--- config.mk ---
export PLATFORM = sky130hd
export DESIGN_NAME = nonce_sequencer
export DESIGN_NICKNAME = d
export VERILOG_FILES = /design/src/rtl/shapool_pkg.sv /design/src/rtl/sat_counter.sv /design/src/rtl/nonce_sequencer.sv
export SDC_FILE = /design/constraint.sdc
export NUM_CORES = 1
export LEC_CHECK = 0
export ABC_CLOCK_PERIOD_IN_PS = 4100
export BUFFER_PORTS_ARGS = -buffer_cell sky130_fd_sc_hd__buf_2
export CAP_MARGIN = 25
export CORE_ASPECT_RATIO = 0.75
export CORE_MARGIN = 8
export CORE_UTILIZATION = 55
export CTS_BUF_LIST = sky130_fd_sc_hd__clkbuf_16
export DETAILED_ROUTE_END_ITERATION = 10
export PLACE_DENSITY = 0.79
export SKIP_LAST_GASP = 1
export SLEW_MARGIN = 5
export SYNTH_ARGS = -nofsm -noshare
export SYNTH_HDL_FRONTEND = slang
export SYNTH_SLANG_ARGS = --single-unit
--- constraint.sdc ---
create_clock -name clk -period 4.1 [get_ports clk]
set_input_delay 0.205 -clock clk [delete_from_list [all_inputs] [get_ports clk]]
set_output_delay 0.205 -clock clk [all_outputs]
set_load 0.02 [all_outputs]
--- src/rtl/shapool_pkg.sv ---
// Shared definitions for the shapool search path: sequencer state
// encoding and default geometry shared by the pipeline and IO block.
package shapool_pkg;

    typedef enum logic [1:0] {
        ST_IDLE  = 2'b00,
        ST_RUN   = 2'b01,
        ST_DRAIN = 2'b10,
        ST_DONE  = 2'b11
    } seq_state_t;

    localparam int NONCE_WIDTH_DEF     = 32;
    localparam int DEVICE_ID_WIDTH_DEF = 8;
    localparam int PIPE_LATENCY_DEF    = 128;

endpackage

--- src/rtl/sat_counter.sv ---
// Up-counter that stops at LIMIT; synchronous clear wins over enable.
module sat_counter #(
    parameter int WIDTH = 8,
    parameter int LIMIT = 255
) (
    input  logic             clk,
    input  logic             reset_n,
    input  logic             clear,
    input  logic             enable,
    output logic [WIDTH-1:0] count
);

    localparam logic [WIDTH-1:0] CAP = WIDTH'(LIMIT);

    always_ff @(posedge clk or negedge reset_n) begin
        if (!reset_n) begin
            count <= '0;
        end else if (clear) begin
            count <= '0;
        end else if (enable && count != CAP) begin
            count <= count + WIDTH'(1);
        end
    end

endmodule

--- src/rtl/nonce_sequencer.sv ---
// Issues {device_id, counter} nonces to the hash pipeline and reports
// the latency-corrected winning nonce, exhaustion or halt.
module nonce_sequencer
    import shapool_pkg::*;
#(
    parameter int NONCE_WIDTH     = NONCE_WIDTH_DEF,
    parameter int DEVICE_ID_WIDTH = DEVICE_ID_WIDTH_DEF,
    parameter int PIPE_LATENCY    = PIPE_LATENCY_DEF
) (
    input  logic                                    clk,
    input  logic                                    reset_n,
    input  logic                                    start,
    input  logic                                    halt,
    input  logic [NONCE_WIDTH-DEVICE_ID_WIDTH-1:0]  nonce_start,
    input  logic [DEVICE_ID_WIDTH-1:0]              device_id,
    output logic [NONCE_WIDTH-1:0]                  nonce,
    output logic                                    nonce_valid,
    input  logic                                    hash_match,
    output logic [NONCE_WIDTH-1:0]                  result_nonce,
    output logic                                    success,
    output logic                                    exhausted,
    output logic                                    busy
);

    localparam int CW = NONCE_WIDTH - DEVICE_ID_WIDTH;
    localparam int FW = $clog2(PIPE_LATENCY + 1);

    localparam logic [FW-1:0] FILL_FULL  = FW'(PIPE_LATENCY);
    localparam logic [FW-1:0] DRAIN_LAST = FW'(PIPE_LATENCY - 1);
    localparam logic [CW-1:0] LAT_CW     = CW'(PIPE_LATENCY);
    localparam logic [CW:0]   ISSUE_LAST = {1'b0, {CW{1'b1}}};

    if (PIPE_LATENCY < 1 ||
        longint'(PIPE_LATENCY) > (longint'(1) << CW)) begin : g_bad_latency
        $error("nonce_sequencer: PIPE_LATENCY out of range");
    end

    seq_state_t state;
    seq_state_t state_next;

    logic [CW-1:0]              cnt;
    logic [DEVICE_ID_WIDTH-1:0] dev;
    logic [CW:0]                issued;
    logic [FW-1:0]              fill;
    logic [FW-1:0]              drain;

    logic load;
    logic hit;
    logic exhaust;
    logic in_run;
    logic in_drain;

    assign in_run   = (state == ST_RUN);
    assign in_drain = (state == ST_DRAIN);

    assign nonce       = {dev, cnt};
    assign nonce_valid = in_run;
    assign busy        = in_run | in_drain;

    sat_counter #(
        .WIDTH (FW),
        .LIMIT (PIPE_LATENCY)
    ) u_fill (
        .clk     (clk),
        .reset_n (reset_n),
        .clear   (load),
        .enable  (in_run),
        .count   (fill)
    );

    sat_counter #(
        .WIDTH (FW),
        .LIMIT (PIPE_LATENCY)
    ) u_drain (
        .clk     (clk),
        .reset_n (reset_n),
        .clear   (load),
        .enable  (in_drain),
        .count   (drain)
    );

    always_ff @(posedge clk or negedge reset_n) begin
        if (!reset_n) begin
            state <= ST_IDLE;
        end else begin
            state <= state_next;
        end
    end

    // A match only counts once the pipeline holds a real nonce.
    always_comb begin
        state_next = state;
        load       = 1'b0;
        hit        = 1'b0;
        exhaust    = 1'b0;
        case (state)
            ST_IDLE, ST_DONE: begin
                if (start) begin
                    load       = 1'b1;
                    state_next = ST_RUN;
                end
            end
            ST_RUN: begin
                if (hash_match && fill == FILL_FULL) begin
                    hit        = 1'b1;
                    state_next = ST_DONE;
                end else if (halt) begin
                    state_next = ST_DONE;
                end else if (issued == ISSUE_LAST) begin
                    state_next = ST_DRAIN;
                end
            end
            ST_DRAIN: begin
                if (hash_match) begin
                    hit        = 1'b1;
                    state_next = ST_DONE;
                end else if (halt) begin
                    state_next = ST_DONE;
                end else if (drain == DRAIN_LAST) begin
                    exhaust    = 1'b1;
                    state_next = ST_DONE;
                end
            end
            default: begin
                state_next = ST_IDLE;
            end
        endcase
    end

    always_ff @(posedge clk or negedge reset_n) begin
        if (!reset_n) begin
            cnt          <= '0;
            dev          <= '0;
            issued       <= '0;
            success      <= 1'b0;
            exhausted    <= 1'b0;
            result_nonce <= '0;
        end else if (load) begin
            cnt          <= nonce_start;
            dev          <= device_id;
            issued       <= '0;
            success      <= 1'b0;
            exhausted    <= 1'b0;
            result_nonce <= '0;
        end else begin
            if (busy) begin
                cnt <= cnt + CW'(1);
            end
            if (in_run) begin
                issued <= issued + (CW+1)'(1);
            end
            // cnt has run PIPE_LATENCY ahead of the nonce that matched.
            if (hit) begin
                success      <= 1'b1;
                result_nonce <= {dev, cnt - LAT_CW};
            end
            if (exhaust) begin
                exhausted <= 1'b1;
            end
        end
    end

endmodule

==> insert_results.sql <==
INSERT INTO impl_metrics (metric_group, metric, value, unit) VALUES
('detailed_routing', 'drt_wl_total', '14300', 'µm'),
('clocking', 'ctsResizeCount', '0', ''),
('layout', 'nNetsFinal', '755', ''),
('critical_path', 'crit_required', '4.30', 'ns'),
('synth', 'yosys_warnings', '0', ''),
('sta', 'final_critical_path_share_of_the_clock_period', '0.654', ''),
('global_routing', 'antenna_found_initial', '0', ''),
('place', 'place_congestion', '0.888', ''),
('synth', 'yosys_register_bits', '109', ''),
('synth', 'synth_cells', '625', ''),
('clocking', 'htree_num_levels', '3', ''),
('power_and_ir_drop', 'worst_ir_drop_vdd', '449', 'µV'),
('clocking', 'ctsLongestPathBuffers', '2', ''),
('layout', 'share_of_the_core_filled_with_cells_in_the_final_layout', '0.646', ''),
('clocking', 'cts_tree', 'yes', ''),
('sta', 'fin_tns_setup', '0', 'ns'),
('die', 'initial_core_utilization', '0.561', ''),
('clocking', 'post-cts-setup-buffers', '0', ''),
('synth', 'syn-num-nets', '672', ''),
('sta', 'slew_violations', '0', ''),
('die', 'placementRows', '32', ''),
('power_and_ir_drop', 'power_frac_clock', '0.169', ''),
('die', 'core-area', '10200', 'µm²'),
('sta', 'hold_viol', '0', ''),
('detailed_routing', 'route.detailed.drc', '0', ''),
('sta', 'slew-limit-headroom', '0.442', ''),
('critical_path', 'timing.setup.critical_path_class', 'reg2reg', ''),
('layout', 'number_of_antenna_cells_inserted', '0', ''),
('power_and_ir_drop', 'combPwrFrac', '0.440', ''),
('sta', 'max_freq', '0.373', 'GHz'),
('power_and_ir_drop', 'leakage', '0.00313', 'µW'),
('die', 'design.die.area', '14000', 'µm²'),
('layout', 'layout_overhead_on_the_synthesized_area', '15.3', '%'),
('global_routing', 'grtUsageTotal', '0.208', ''),
('place', 'hpwl', '10300', 'µm'),
('power_and_ir_drop', 'power_density', '729', 'nW/µm²'),
('place', 'numPortBuffers', '104', ''),
('global_routing', 'first_global_vias', '4657', ''),
('clocking', 'cts_hold_buffers', '0', ''),
('clocking', 'cts_made_buffers', '9', ''),
('layout', 'drive_above_1_share', '0.196', ''),
('run', 'max-cap-violations', '0', ''),
('detailed_routing', 'via_count', '4774', ''),
('critical_path', 'crit_path_end_kind', 'flip-flop', ''),
('synth', 'yosysSeqAreaShare', '0.474', ''),
('critical_path', 'cp_max_fo', '45', ''),
('global_routing', 'grt_first_pass_wirelength', '23900', 'µm'),
('synth', 'synthArstFlopShare', '1.00', ''),
('global_routing', 'gr-total-overflow', '0', ''),
('global_routing', 'grt_start_max_net_pins', '74', ''),
('synth', 'number_of_enable_flip_flop_cells_after_synthesis', '0', ''),
('clocking', 'clk_transition_reported_paths', '0.07', 'ns'),
('die', 'die_width', '134', 'µm'),
('detailed_routing', 'route.detailed.wl_per_inst', '16.9', 'µm'),
('sta', 'rsz0062_at_grt', 'false', ''),
('clocking', 'skew_pair_late_insertion_delay', '0.35', 'ns'),
('sta', 'final_setup_violations', '0', ''),
('sta', 'timing_worst_slew_pin_value', '0.832', 'ns'),
('synth', 'syn_area', '5750', 'µm²'),
('synth', 'synthesis.area_per_instance', '9.20', 'µm²'),
('power_and_ir_drop', 'internal_power', '2570', 'µW'),
('detailed_routing', 'avg_vias_per_cell', '5.62', ''),
('power_and_ir_drop', 'p_seq_frac', '0.391', ''),
('clocking', 'clock_sinks', '109', ''),
('critical_path', 'arrival', '2.88', 'ns'),
('worst_hold_path', 'holdCritPathClass', 'in2reg', ''),
('critical_path', 'worst_setup_path_start_kind', 'flip-flop', ''),
('die', 'design.portCount', '105', ''),
('detailed_routing', 'drt_pre_antenna_iters', '5', ''),
('outcome', 'status', 'finished clean', ''),
('sta', 'final.min_clock_period', '2.68', 'ns'),
('power_and_ir_drop', 'switching_power', '2260', 'µW'),
('die', 'die_y', '105', 'µm'),
('synth', 'ys_types', '45', ''),
('detailed_routing', 'ant_nets', '0', ''),
('clocking', 'clk_root_buffer_cell', 'clkbuf_16', ''),
('power_and_ir_drop', 'netSwitchingFraction', '0.468', ''),
('synth', 'synth_flop_cell', 'dfrtp_1', ''),
('sta', 'timing.clock.skew', '0.00631', 'ns'),
('detailed_routing', 'iter_0_drt_violations', '377', '');
-- synth_stat cells (2+ instances only) --
cell type,instances,area [µm²]
dfrtp_1,109,2730
nand2_1,89,334
nor2_1,64,240
nand3_1,47,235
xnor2_1,36,315
xor2_1,34,298
o21ai_0,26,130
a21oi_1,25,125
nand4_1,22,138
clkbuf_1,21,78.8
inv_1,16,60.1
and3_1,14,87.6
buf_2,14,70.1
a211oi_1,13,97.6
nor2b_1,13,81.3
mux2i_1,12,120
ha_1,10,125
nor3_1,9,45.0
nor4_1,6,37.5
a31oi_1,5,31.3
or3_1,4,25.0
and4_1,3,26.3
buf_1,3,11.3
nand2b_1,3,18.8
nor4_2,3,37.5
and2_1,2,12.5
nor3b_1,2,15.0
nor4_4,2,42.5
or4_1,2,15.0
-- worst max-delay path, stage by stage, from the launching register on --
cell      delay [ns]
dfrtp_1         0.38
inv_1           0.06
ha_1            0.52
inv_1           0.12
buf_4           0.35
nand3b_2        0.67
nand3_1         0.32
o21ai_0         0.11
-- kinds of logic after synthesis --
group | synth area share
adders and majority gates | 0.0218
and+or+nand+nor | 0.254
DFF | 0.474
AOI/OAI and AO/OA | 0.0803
xor gates and xnor gates | 0.107
muxes | 0.0209
buffers and inverters | 0.0416
-- stage by stage --
step           instance area [µm²]  hold slack, ns  setup slack (ns)  cells  power [µW]
2_1_floorplan                 5750         -0.0906              2.23    625        3320
3_3_place_gp                  6310           0.396              1.57    830        3910
3_5_place_dp                  6310           0.401              1.45    831        4010
4_1_cts                       6590          0.0319              1.40    847        4840
5_1_grt                       6630          0.0478              1.09    849        5160
6_report                      6630          0.0450              1.42    849        4830
-- cells in the final DEF, fill, tap and decap left out, types with 22 or more instances in the layout --
| cell | count |
|---|---|
| dfrtp_1 | 109 |
| a21oi_1 | 25 |
| nand2_1 | 89 |
| xor2_1 | 34 |
| nor2_1 | 64 |
| buf_2 | 103 |
| nand4_1 | 22 |
| xnor2_1 | 36 |
| o21ai_0 | 26 |
| nand3_1 | 47 |
-- flip-flops by register name, summed over array words and instances (netlist names) --
| register | flops |
|---|---|
| u_fill.count | 8 |
| exhausted | 1 |
| cnt | 24 |
| dev | 8 |
| success | 1 |
| issued | 25 |
| u_drain.count | 8 |
| result_nonce | 32 |
| state | 2 |
-- layer usage --
layer,vias to the layer above,global-route usage,wire length [µm]
met3,13,0.0526,952
met5,-,0,0
met4,0,0.0512,159
met1,2307,0.287,6540
met2,153,0.321,6680
li1,2301,-,-
-- area by class of cell --
| cell class | count | area, µm² |
|---|---|---|
| fillers | 844 | 3620 |
| flip-flops and latches | 109 | 2730 |
| clock inverters | 7 | 50.0 |
| clock buffers | 9 | 225 |
| multi-input cells | 460 | 2790 |
| repair buffers | 112 | 606 |
| inverters | 16 | 60.1 |
| well taps | 136 | 170 |
-- path summary, 6_finish.rpt --
path	cells past startpoint	slack, ns	from	endpoint
worst max-delay path	7	1.42	state[0]$_DFFE_PN0P_	result_nonce[7]$_DFFE_PN0P_
worst min-delay path	3	0.05	device_id[1]	dev[1]$_DFFE_PN0P_
min in group asynchronous	2	0.21	reset_n	u_fill.count[2]$_DFFE_PN0P_
worst min register to register	2	0.49	dev[3]$_DFFE_PN0P_	result_nonce[27]$_DFFE_PN0P_
worst max register to register	7	1.42	state[0]$_DFFE_PN0P_	result_nonce[7]$_DFFE_PN0P_
max in group asynchronous	4	2.84	reset_n	result_nonce[31]$_DFFE_PN0P_
-- power by group through the flow --
| stage | clock network (µW) | logic, µW | registers (µW) |
|---|---|---|---|
| after detailed placement | 0 | 2120 | 1900 |
| after floorplan | 0 | 1310 | 2010 |
| after global placement | 0 | 2040 | 1870 |
| after global routing | 869 | 2350 | 1940 |
| final | 816 | 2120 | 1890 |
| after CTS | 830 | 2140 | 1880 |
No activity file was read; power rests on OpenSTA's default activity.
